File: config.mk
export PLATFORM = sky130hd
export DESIGN_NAME = mem_port_arbiter
export DESIGN_NICKNAME = d
export VERILOG_FILES = /design/src/rtl/mem_port_arbiter.sv
export SDC_FILE = /design/constraint.sdc
export NUM_CORES = 1
export LEC_CHECK = 0
export CORE_MARGIN = 2
export CORE_UTILIZATION = 41
export CTS_CLUSTER_DIAMETER = 120
export DETAILED_ROUTE_END_ITERATION = 12
export PLACE_DENSITY = 0.8
export SLEW_MARGIN = 20
export SYNTH_ARGS = -nofsm -noshare
export SYNTH_HDL_FRONTEND = slang
export SYNTH_SLANG_ARGS = --single-unit
File: constraint.sdc
create_clock -name clk -period 1.9 [get_ports clk]
set_clock_uncertainty 0.1 [all_clocks]
set_input_delay 0.19 -clock clk [delete_from_list [all_inputs] [get_ports clk]]
set_output_delay 0.19 -clock clk [all_outputs]
set_load 0.02 [all_outputs]
File: src/rtl/mem_port_arbiter.sv
// Two-port (CPU / host) round-robin arbiter in front of a single fixed-latency memory port.
// Each access runs ISSUE -> WAIT (MEM_LAT cycles) -> ACK and is always followed by at least one IDLE cycle.
module mem_port_arbiter #(
  parameter int MEM_LAT = 1,
  parameter int ADDR_W  = 8,
  parameter int DATA_W  = 16
) (
  input  logic              clk,
  input  logic              rst,
  input  logic              cpu_req,
  input  logic              cpu_we,
  input  logic [ADDR_W-1:0] cpu_addr,
  input  logic [DATA_W-1:0] cpu_wdata,
  output logic              cpu_ack,
  output logic [DATA_W-1:0] cpu_rdata,
  input  logic              host_req,
  input  logic              host_we,
  input  logic [ADDR_W-1:0] host_addr,
  input  logic [DATA_W-1:0] host_wdata,
  output logic              host_ack,
  output logic [DATA_W-1:0] host_rdata,
  output logic              mem_en,
  output logic              mem_we,
  output logic [ADDR_W-1:0] mem_addr,
  output logic [DATA_W-1:0] mem_wdata,
  input  logic [DATA_W-1:0] mem_rdata,
  output logic [1:0]        gnt,
  output logic              busy
);

  typedef enum logic [1:0] {IDLE, ISSUE, WAIT, ACK} state_t;

  localparam logic [1:0] CNT_LAST = 2'(MEM_LAT - 1);

  state_t              state_q, state_d;
  logic [1:0]          cnt_q, cnt_d;
  logic                last_host_q, last_host_d;
  logic                own_host_q, own_host_d;
  logic                we_q, we_d;
  logic [ADDR_W-1:0]   addr_q, addr_d;
  logic [DATA_W-1:0]   wdata_q, wdata_d;
  logic                mem_en_q, mem_en_d;
  logic                mem_we_q, mem_we_d;
  logic [1:0]          gnt_q, gnt_d;
  logic                busy_q, busy_d;
  logic                cpu_ack_q, cpu_ack_d;
  logic                host_ack_q, host_ack_d;
  logic [DATA_W-1:0]   cpu_rdata_q, cpu_rdata_d;
  logic [DATA_W-1:0]   host_rdata_q, host_rdata_d;
  logic                win_host;

  // On a tie the port that was not served last wins.
  assign win_host = host_req & (~cpu_req | ~last_host_q);

  always_comb begin
    state_d      = state_q;
    cnt_d        = cnt_q;
    last_host_d  = last_host_q;
    own_host_d   = own_host_q;
    we_d         = we_q;
    addr_d       = addr_q;
    wdata_d      = wdata_q;
    gnt_d        = gnt_q;
    busy_d       = busy_q;
    cpu_rdata_d  = cpu_rdata_q;
    host_rdata_d = host_rdata_q;
    mem_en_d     = 1'b0;
    mem_we_d     = 1'b0;
    cpu_ack_d    = 1'b0;
    host_ack_d   = 1'b0;
    case (state_q)
      IDLE: begin
        if (cpu_req | host_req) begin
          state_d     = ISSUE;
          own_host_d  = win_host;
          last_host_d = win_host;
          we_d        = win_host ? host_we    : cpu_we;
          addr_d      = win_host ? host_addr  : cpu_addr;
          wdata_d     = win_host ? host_wdata : cpu_wdata;
          mem_en_d    = 1'b1;
          mem_we_d    = win_host ? host_we    : cpu_we;
          gnt_d       = win_host ? 2'b10 : 2'b01;
          busy_d      = 1'b1;
        end
      end
      ISSUE: begin
        state_d = WAIT;
        cnt_d   = 2'd0;
      end
      WAIT: begin
        if (cnt_q == CNT_LAST) begin
          // Final WAIT edge: the memory word is valid now, capture it for the owner.
          state_d = ACK;
          cnt_d   = 2'd0;
          if (own_host_q) begin
            host_ack_d   = 1'b1;
            host_rdata_d = mem_rdata;
          end else begin
            cpu_ack_d   = 1'b1;
            cpu_rdata_d = mem_rdata;
          end
        end else begin
          cnt_d = 2'(cnt_q + 2'd1);
        end
      end
      ACK: begin
        state_d = IDLE;
        gnt_d   = 2'b00;
        busy_d  = 1'b0;
      end
      default: state_d = IDLE;
    endcase
  end

  always_ff @(posedge clk) begin
    if (rst) begin
      state_q      <= IDLE;
      cnt_q        <= 2'd0;
      last_host_q  <= 1'b1;
      own_host_q   <= 1'b0;
      we_q         <= 1'b0;
      addr_q       <= '0;
      wdata_q      <= '0;
      mem_en_q     <= 1'b0;
      mem_we_q     <= 1'b0;
      gnt_q        <= 2'b00;
      busy_q       <= 1'b0;
      cpu_ack_q    <= 1'b0;
      host_ack_q   <= 1'b0;
      cpu_rdata_q  <= '0;
      host_rdata_q <= '0;
    end else begin
      state_q      <= state_d;
      cnt_q        <= cnt_d;
      last_host_q  <= last_host_d;
      own_host_q   <= own_host_d;
      we_q         <= we_d;
      addr_q       <= addr_d;
      wdata_q      <= wdata_d;
      mem_en_q     <= mem_en_d;
      mem_we_q     <= mem_we_d;
      gnt_q        <= gnt_d;
      busy_q       <= busy_d;
      cpu_ack_q    <= cpu_ack_d;
      host_ack_q   <= host_ack_d;
      cpu_rdata_q  <= cpu_rdata_d;
      host_rdata_q <= host_rdata_d;
    end
  end

  assign mem_en     = mem_en_q;
  assign mem_we     = mem_we_q;
  assign mem_addr   = addr_q;
  assign mem_wdata  = wdata_q;
  assign gnt        = gnt_q;
  assign busy       = busy_q;
  assign cpu_ack    = cpu_ack_q;
  assign host_ack   = host_ack_q;
  assign cpu_rdata  = cpu_rdata_q;
  assign host_rdata = host_rdata_q;

endmodule

==> Implementation_results.wiki, run 1 <==
{| class="wikitable"
! Metric !! Value
|-
| Type of element capturing the critical path || flop
|-
| Cell area after layout || 4430 µm²
|-
| Hold violation count in the final report || 0
|-
| RR Endpoint || state_q[0]
|-
| Wire length per cell || 13.4 µm
|-
| Die Outline Area || 7700 µm²
|-
| Post-synthesis sequential area ratio || 48.1%
|-
| Kind of launch point of the worst setup path || flop
|-
| Count of cells along the worst register-to-register path || 5
|-
| Peak supply drop || 0.613 mV
|-
| Die width || 87.7 µm
|-
| Distinct cell type count after synthesis || 29
|-
| Last weighted congestion value of the routability-driven placer || 0.772
|-
| Required time of the worst setup path || 2030 ps
|-
| Area delta synth->final || 54.1%
|-
| Filler-free cell count of the finished design || 572
|-
| Initial DRC count || 95
|-
| Slowest Stage Delay on Critical Path || 370 ps
|-
| Fmax || 0.585 GHz
|-
| Outcome || finished, final reports clean
|-
| Total congestion overflow || 0
|-
| Arrival time at the worst endpoint || 1840 ps
|-
| Number of hold-repair buffers added at the cts stage || 0
|-
| Antenna diode count || 0
|-
| Fraction of layout cells with a size suffix above 1 || 9.87%
|-
| Cts repair resizes || 0
|-
| Total CTS buffers || 9
|-
| Num rows || 30
|-
| Post-CTS setup buffer count || 0
|-
| Cell depth of the worst setup path || 5
|-
| Sequential Power Share || 36.3%
|-
| Unrepaired setup endpoints after global routing || no
|-
| DRC violations left || 0
|-
| All-layer global routing usage || 20.0%
|-
| CP max stage cell || nor3b_2
|-
| Yosys warning total || 0
|-
| Worst-margin pin slew || 422 ps
|-
| Clock network fraction of total power || 19.8%
|-
| Top Ports || 133
|-
| Pin count of the biggest net entering global routing || 43
|-
| Area post-placement || 4250 µm²
|-
| Internal power consumption || 3.38 mW
|-
| Last element of the critical path || state_q[0]
|-
| Number of nets in the finished design || 548
|-
| DR vias || 2840
|-
| H-tree depth || 3
|-
| Number of buffers inserted by port buffering || 132
|-
| Average footprint of a synthesized cell || 8.35 µm²
|-
| Maximum fanout along the worst path || 8
|-
| Summed negative setup slack over all endpoints || 0 ps
|-
| Delay-heaviest family, CP || simple AND/OR/NAND/NOR gates
|-
| Insertion delay to the later sink of the worst-skew pair || 330 ps
|-
| Multi-input combinational cell area || 1300 µm²
|-
| Sequence of cells on the critical path || inv_1 > ha_1 > nor3b_2 > a21oi_1 > o21a_1
|-
| Reg2Reg Setup Slack || 190 ps
|-
| Slew Limit Fails || 0
|-
| Number of global-route vias before repair || 2726
|-
| Clock transition at the registers of the reported paths || 70 ps
|-
| Tightest Hold Check Type || in -> reg
|-
| Effective utilization at floorplan || 42.3%
|-
| Reported max-cap violation count || 0
|-
| Core box area || 6790 µm²
|-
| Placed cell count || 556
|-
| Clock root buffer || clkbuf_8
|-
| Reported net switching power || 1.97 mW
|-
| # clock sinks || 69
|-
| Ratio of total power to cell area || 1210 nW/µm²
|-
| Seq cells post-synth || 69
|-
| Total design power || 5.35 mW
|-
| Critical path origin || state_q[0]
|-
| Wire length of the first global-routing pass || 12000 µm
|-
| Buffer and inverter count on the worst path || 1
|-
| Period Utilization, post-route || 90.0%
|-
| Relative contribution of combinational cells to total power || 43.9%
|-
| Critical path start-end classification || reg -> reg
|-
| Max Buffers Root-to-Sink || 2
|-
| Routed via count divided by cell count || 4.97
|-
| Static leakage power || 1.63 nW
|-
| Worst flop-to-flop path startpoint || state_q[0]
|-
| ANT nets after route || 0
|-
| Number of antenna violations at the first check in global routing || 0
|-
| Number of instances in the synthesized netlist || 344
|-
| Net count after synthesis || 421
|-
| Final HPWL DP || 5560 µm
|-
| Netlist area before placement || 2870 µm²
|-
| Layout fillers || 617
|-
| Wire length reported by the detailed router || 7690 µm
|-
| Final min period || 1710 ps
|-
| Fraction of power spent switching nets || 36.8%
|-
| Die boundary height || 87.7 µm
|-
| Slew headroom || 71.9%
|-
| Clock tree from TritonCTS || built
|-
| Total of endpoints with negative setup slack in the final report || 0
|-
| First-pass iteration count of the detailed router || 4
|-
| Storage element area || 1380 µm²
|}
## per-layer routing
layer	routed length (µm)	GRT usage, %
met1	3020	21.2
met2	3780	35.4
met3	815	8.29
met4	78	7.55
met5	0	0
## cell usage in the layout, fill, tap and decap left out, types with 2 or more instances in the layout
cell / count
clkbuf_8: 11
o21ai_0: 29
buf_4: 6
nand2b_1: 3
mux2i_1: 2
buf_12: 3
o21a_1: 2
and3_1: 2
dfxtp_1: 69
inv_1: 6
nor2_1: 3
a21oi_1: 69
a21oi_2: 18
nand3_1: 4
clkdlybuf4s50_1: 132
nand2_1: 92
nor3_1: 2
clkinv_2: 3
ha_1: 7
## flip-flops by register name, summed over array words and instances, names as in the netlist
signal,flops
mem_addr,8
mem_we,1
host_ack,1
cpu_ack,1
own_host_q,1
cnt_q,2
mem_wdata,16
busy,1
last_host_q,1
mem_en,1
host_rdata,16
cpu_rdata,16
state_q,2
gnt,2
## Yosys cell counts (all sizes together)
| library cell | number | area (µm²) |
|---|---|---|
| o31a | 1 | 8.76 |
| nor2b | 1 | 6.26 |
| nand2 | 92 | 345 |
| buf | 19 | 148 |
| a21oi | 87 | 503 |
| dfxtp | 69 | 1380 |
| and3b | 1 | 8.76 |
| clkinv | 1 | 3.75 |
| mux2i | 2 | 20.0 |
| nor3b | 2 | 20.0 |
| a21boi | 1 | 18.8 |
| ha | 7 | 87.6 |
| nor3 | 2 | 10.0 |
| nand3b | 1 | 11.3 |
| o21ai | 30 | 161 |
| and3 | 2 | 12.5 |
| nand2b | 3 | 18.8 |
| a22oi | 1 | 7.51 |
| nand3 | 4 | 20.0 |
| clkbuf | 6 | 22.5 |
| a21bo | 1 | 10.0 |
| o21a | 2 | 15.0 |
| nor2 | 3 | 11.3 |
| inv | 6 | 22.5 |
## power by group through the flow
stage / Sequential [mW] / Clock, mW / Combinational, mW
finish: 1.94 / 1.06 / 2.35
detailed placement: 1.97 / 0 / 2.35
floorplan: 2.31 / 0 / 1.05
CTS: 1.94 / 1.09 / 2.37
global placement: 1.96 / 0 / 2.31
global route: 1.98 / 1.15 / 2.55
## metrics by stage
stage / worst slack, ps / hold slack [ps] / utilization, %
after detailed placement: 115 / 347 / 62.6
after global placement: 184 / 342 / 62.6
after floorplan: 423 / 224 / -
final: 190 / 299 / 65.2
after global routing: 78.7 / 294 / 65.2
after CTS: 201 / 281 / 65.2
## cell type report
type                            count  share of cell area, %
Multi-Input combinational cell    243                   29.3
Timing Repair Buffer              141                   32.2
Sequential cell                    69                   31.2
Inverter                            7                  0.593
Clock buffer                       12                   3.50
Clock inverter                      4                  0.509
Tap cell                           96                   2.71
## logic make-up (layout without fill, tap and decap cells)
family / after synthesis / count (layout) / share of synthesized area (%)
AO/OA/AOI/OAI: 123 / 123 / 25.2
buffers and inverters: 32 / 164 / 6.83
multiplexers: 2 / 2 / 0.697
AND/OR/NAND/NOR: 111 / 111 / 16.2
flip-flops: 69 / 69 / 48.1
adder cells (fa/ha/maj): 7 / 7 / 3.05
## worst reg2reg max path: stages (launching register included)
cell     delay [ps]
dfxtp_1         330
inv_1           130
ha_1            350
nor3b_2         370
a21oi_1         130
o21a_1          190
## how the worst min path moves through the flow
| stage | startpoint | endpoint | slack, ps | depth (start not counted) |
|---|---|---|---|---|
| floorplan | cpu_wdata[4] | mem_wdata[4] | 220 | 2 |
| global placement | host_rdata[15] | host_rdata[15] | 340 | 2 |
| detailed placement | host_rdata[15] | host_rdata[15] | 350 | 2 |
| CTS | cpu_wdata[1] | mem_wdata[1] | 280 | 3 |
| global route | cpu_wdata[12] | mem_wdata[12] | 290 | 3 |
| finish | cpu_wdata[1] | mem_wdata[1] | 300 | 3 |
No activity file was read; power rests on OpenSTA's default activity.
==> run 2, diff against run 1 <==
Settings changed: ABC_AREA set to 1, CORE_MARGIN 2 to 3, CORE_UTILIZATION 41 to 42.
==> run 2 against run 1 <==
Effect of this change:
- cell count is 13% higher
- critical path depth is 3 higher
- fmax is 1.9% higher
- core utilization is 2.4 points higher
- wire length is 1.6% higher
- die area is 6.2% higher
- sequential share of layout area is 1.3 points lower
- non-clock buffer count is 1 lower
- critical endpoint is now mem_wdata[12]
- largest cell class unchanged
==> Implementation_results.wiki, run 2 <==
{| class="wikitable"
! Metric !! Value
|-
| Placed cell count || 632
|-
| Area share of the leading cell type in the synthesized netlist || 46.2%
|-
| DRC violations left || 0
|-
| Top cells by area, synth || dfxtp_1 46%, nor2_1 14%, o21ai_0 9.4%, inv_1 9.2%, o21ai_1 4.5%
|-
| Total CTS buffers || 9
|-
| Sequence of cells on the critical path || inv_1 > ha_1 > inv_2 > nor2_4 > buf_12 > o21ai_0 > nor2_1 > nor2_1
|-
| Wire length of the first global-routing pass || 13100 µm
|-
| Synth cell count leaders || 108 x nor2_1, 73 x inv_1, 69 x dfxtp_1, 56 x o21ai_0, 27 x o21ai_1
|-
| Insertion delay to the later sink of the worst-skew pair || 330 ps
|-
| Area delta synth->final || 54.3%
|-
| Clock root buffer || clkbuf_8
|-
| ANT nets after route || 0
|-
| Slowest Stage Delay on Critical Path || 320 ps
|-
| Slew Limit Fails || 0
|-
| Number of global-route vias before repair || 2944
|-
| Share of flip-flops with an asynchronous set or reset || 0%
|-
| Antenna diode count || 0
|-
| Static leakage power || 1.95 nW
|-
| Period Utilization, post-route || 88.3%
|-
| Fraction of synthesized cell area in xor and xnor cells || 0%
|-
| Area fraction in compound gates after synthesis || 18.2%
|-
| Multiplexer share of the synthesized area || 0%
|-
| Fmax || 0.596 GHz
|-
| Max Buffers Root-to-Sink || 2
|-
| Count leader, synth || nor2_1
|-
| Final HPWL DP || 5800 µm
|-
| Initial DRC count || 106
|-
| Most used cell along the critical path || nor2_1
|-
| CP max stage cell || dfxtp_1
|-
| Final min period || 1680 ps
|-
| Unrepaired setup endpoints after global routing || no
|-
| Type of element capturing the critical path || flop
|-
| Yosys top cell by area || dfxtp_1
|-
| Combinational family with the most area after synthesis || simple AND/OR/NAND/NOR gates
|-
| Routed via count divided by cell count || 4.63
|-
| Reported max-cap violation count || 0
|-
| Clock transition at the registers of the reported paths || 70 ps
|-
| Total congestion overflow || 0
|-
| Wire length per cell || 12.1 µm
|-
| Die width || 90.4 µm
|-
| Slew headroom || 71.9%
|-
| Post-CTS setup buffer count || 0
|-
| Core box area || 6830 µm²
|-
| Average footprint of a synthesized cell || 7.17 µm²
|-
| H-tree depth || 3
|-
| Required time of the worst setup path || 2030 ps
|-
| First-pass iteration count of the detailed router || 4
|-
| Crit path setup slack, layout || 222 ps
|-
| Seq cells post-synth || 69
|-
| Distinct cell type count after synthesis || 25
|-
| Number of enable flip-flop cells after synthesis || 0
|-
| Ratio of total power to cell area || 1310 nW/µm²
|-
| Top library cells by usage in the layout, fill and taps aside || 132 x clkdlybuf4s50_1, 108 x nor2_1, 73 x inv_1
|-
| Hold violation count in the final report || 0
|-
| Post-synthesis sequential area ratio || 46.2%
|-
| Delay-heaviest family, CP || buffers and inverters
|-
| Last weighted congestion value of the routability-driven placer || 0.816
|-
| Tightest Hold Check Type || reg -> reg
|-
| Number of hold-repair buffers added at the cts stage || 0
|-
| Number of nets in the finished design || 624
|-
| Worst-margin pin slew || 419 ps
|-
| Num rows || 30
|-
| Buffer and inverter count on the worst path || 3
|-
| Share of the core filled with cells || 67.6%
|-
| Pin count of the biggest net entering global routing || 51
|-
| Leading cell type in the layout, fill and taps excluded || clkdlybuf4s50_1
|-
| Number of buffers inserted by port buffering || 132
|-
| Die Outline Area || 8170 µm²
|-
| Clock tree from TritonCTS || built
|-
| Wire length reported by the detailed router || 7810 µm
|-
| Arrival time at the worst endpoint || 1810 ps
|-
| Simple logic cell fraction of the synthesized area || 18.5%
|-
| Kind of launch point of the worst setup path || flop
|-
| Cts repair resizes || 0
|-
| # clock sinks || 69
|-
| Die boundary height || 90.4 µm
|-
| Number of instances in the synthesized netlist || 417
|-
| Predominant post-synthesis flop cell || dfxtp_1
|-
| Total of endpoints with negative setup slack in the final report || 0
|-
| Fraction of layout cells with a size suffix above 1 || 5.80%
|-
| Netlist area before placement || 2990 µm²
|-
| Effective utilization at floorplan || 43.8%
|-
| Filler-free cell count of the finished design || 648
|-
| Yosys warning total || 0
|-
| Number of antenna violations at the first check in global routing || 0
|-
| Net count after synthesis || 494
|-
| Critical path start-end classification || reg -> reg
|-
| Peak supply drop || 0.711 mV
|-
| Minimum setup slack after placement || 227 ps
|-
| Maximum fanout along the worst path || 50
|-
| Outcome || finished, final reports clean
|-
| Total design power || 6.06 mW
|-
| All-layer global routing usage || 19.3%
|-
| DR vias || 3003
|-
| Post-synthesis share of cell area spent on full adders, half adders and majority gates || 2.93%
|-
| Top Ports || 133
|-
| Summed negative setup slack over all endpoints || 0 ps
|}
-- run 2: cell types whose count changed after synthesis, moves of 3 or more --
| cell | delta |
|---|---|
| nand2_1 | -79 |
| a21oi_1 | -45 |
| a21oi_2 | -18 |
| nand3_1 | +3 |
| o21ai_1 | +27 |
| inv_1 | +67 |
| nand2b_1 | -3 |
| nor2_1 | +105 |
| o21ai_0 | +27 |
-- run 2: worst min-delay path: cells and delay by family (launching register included) --
| family | cells | cell delay (ps) |
|---|---|---|
| AO/OA/AOI/OAI | 1 | 50 |
| buffers and inverters | 1 | 50 |
| flip-flops | 1 | 310 |
-- run 2: final cells by class --
class / instances / area, µm²
flip-flops and latches: 69 / 1380
repair buffers: 140 / 1420
well taps: 96 / 120
clock inverters: 6 / 86.3
multi-input cells: 251 / 1180
clock buffers: 10 / 138
inverters: 76 / 288
fillers: 586 / 2210
-- run 2: path summary, 6_finish.rpt --
path                  from            end  slack (ps)  cells after the start
max             state_q[0]  mem_wdata[12]         220                      8
min          host_rdata[4]  host_rdata[4]         350                      2
max reg2reg     state_q[0]  mem_wdata[12]         220                      8
min reg2reg  host_rdata[4]  host_rdata[4]         350                      2
-- run 2: per-layer routing --
metal / GRT usage, % / wire (µm) / up-vias
li1: - / - / 1546
met1: 22.7 / 3300 / 1326
met2: 31.4 / 3610 / 122
met3: 8.83 / 828 / 9
met4: 5.99 / 75 / 0
met5: 0 / 0 / -
-- run 2: metrics by stage --
stage | instance area (µm²) | hold slack [ps]
6_report | 4620 | 345
5_1_grt | 4620 | 371
2_1_floorplan | 2990 | 225
3_3_place_gp | 4390 | 330
3_5_place_dp | 4390 | 334
4_1_cts | 4620 | 340
-- run 2: cells by family (layout without fill, tap and decap cells) --
| group | count (synthesis) | after routing |
|---|---|---|
| and+or+nand+nor | 136 | 136 |
| AOI/OAI and AO/OA | 108 | 108 |
| buffers and inverters | 97 | 232 |
| DFF | 69 | 69 |
| adders and majority gates | 7 | 7 |
-- run 2: power by group --
group / total (mW) / switching (mW) / internal [mW]
Clock: 1.32 / 0.548 / 0.772
Sequential: 2.06 / 0.214 / 1.84
Combinational: 2.69 / 1.48 / 1.21
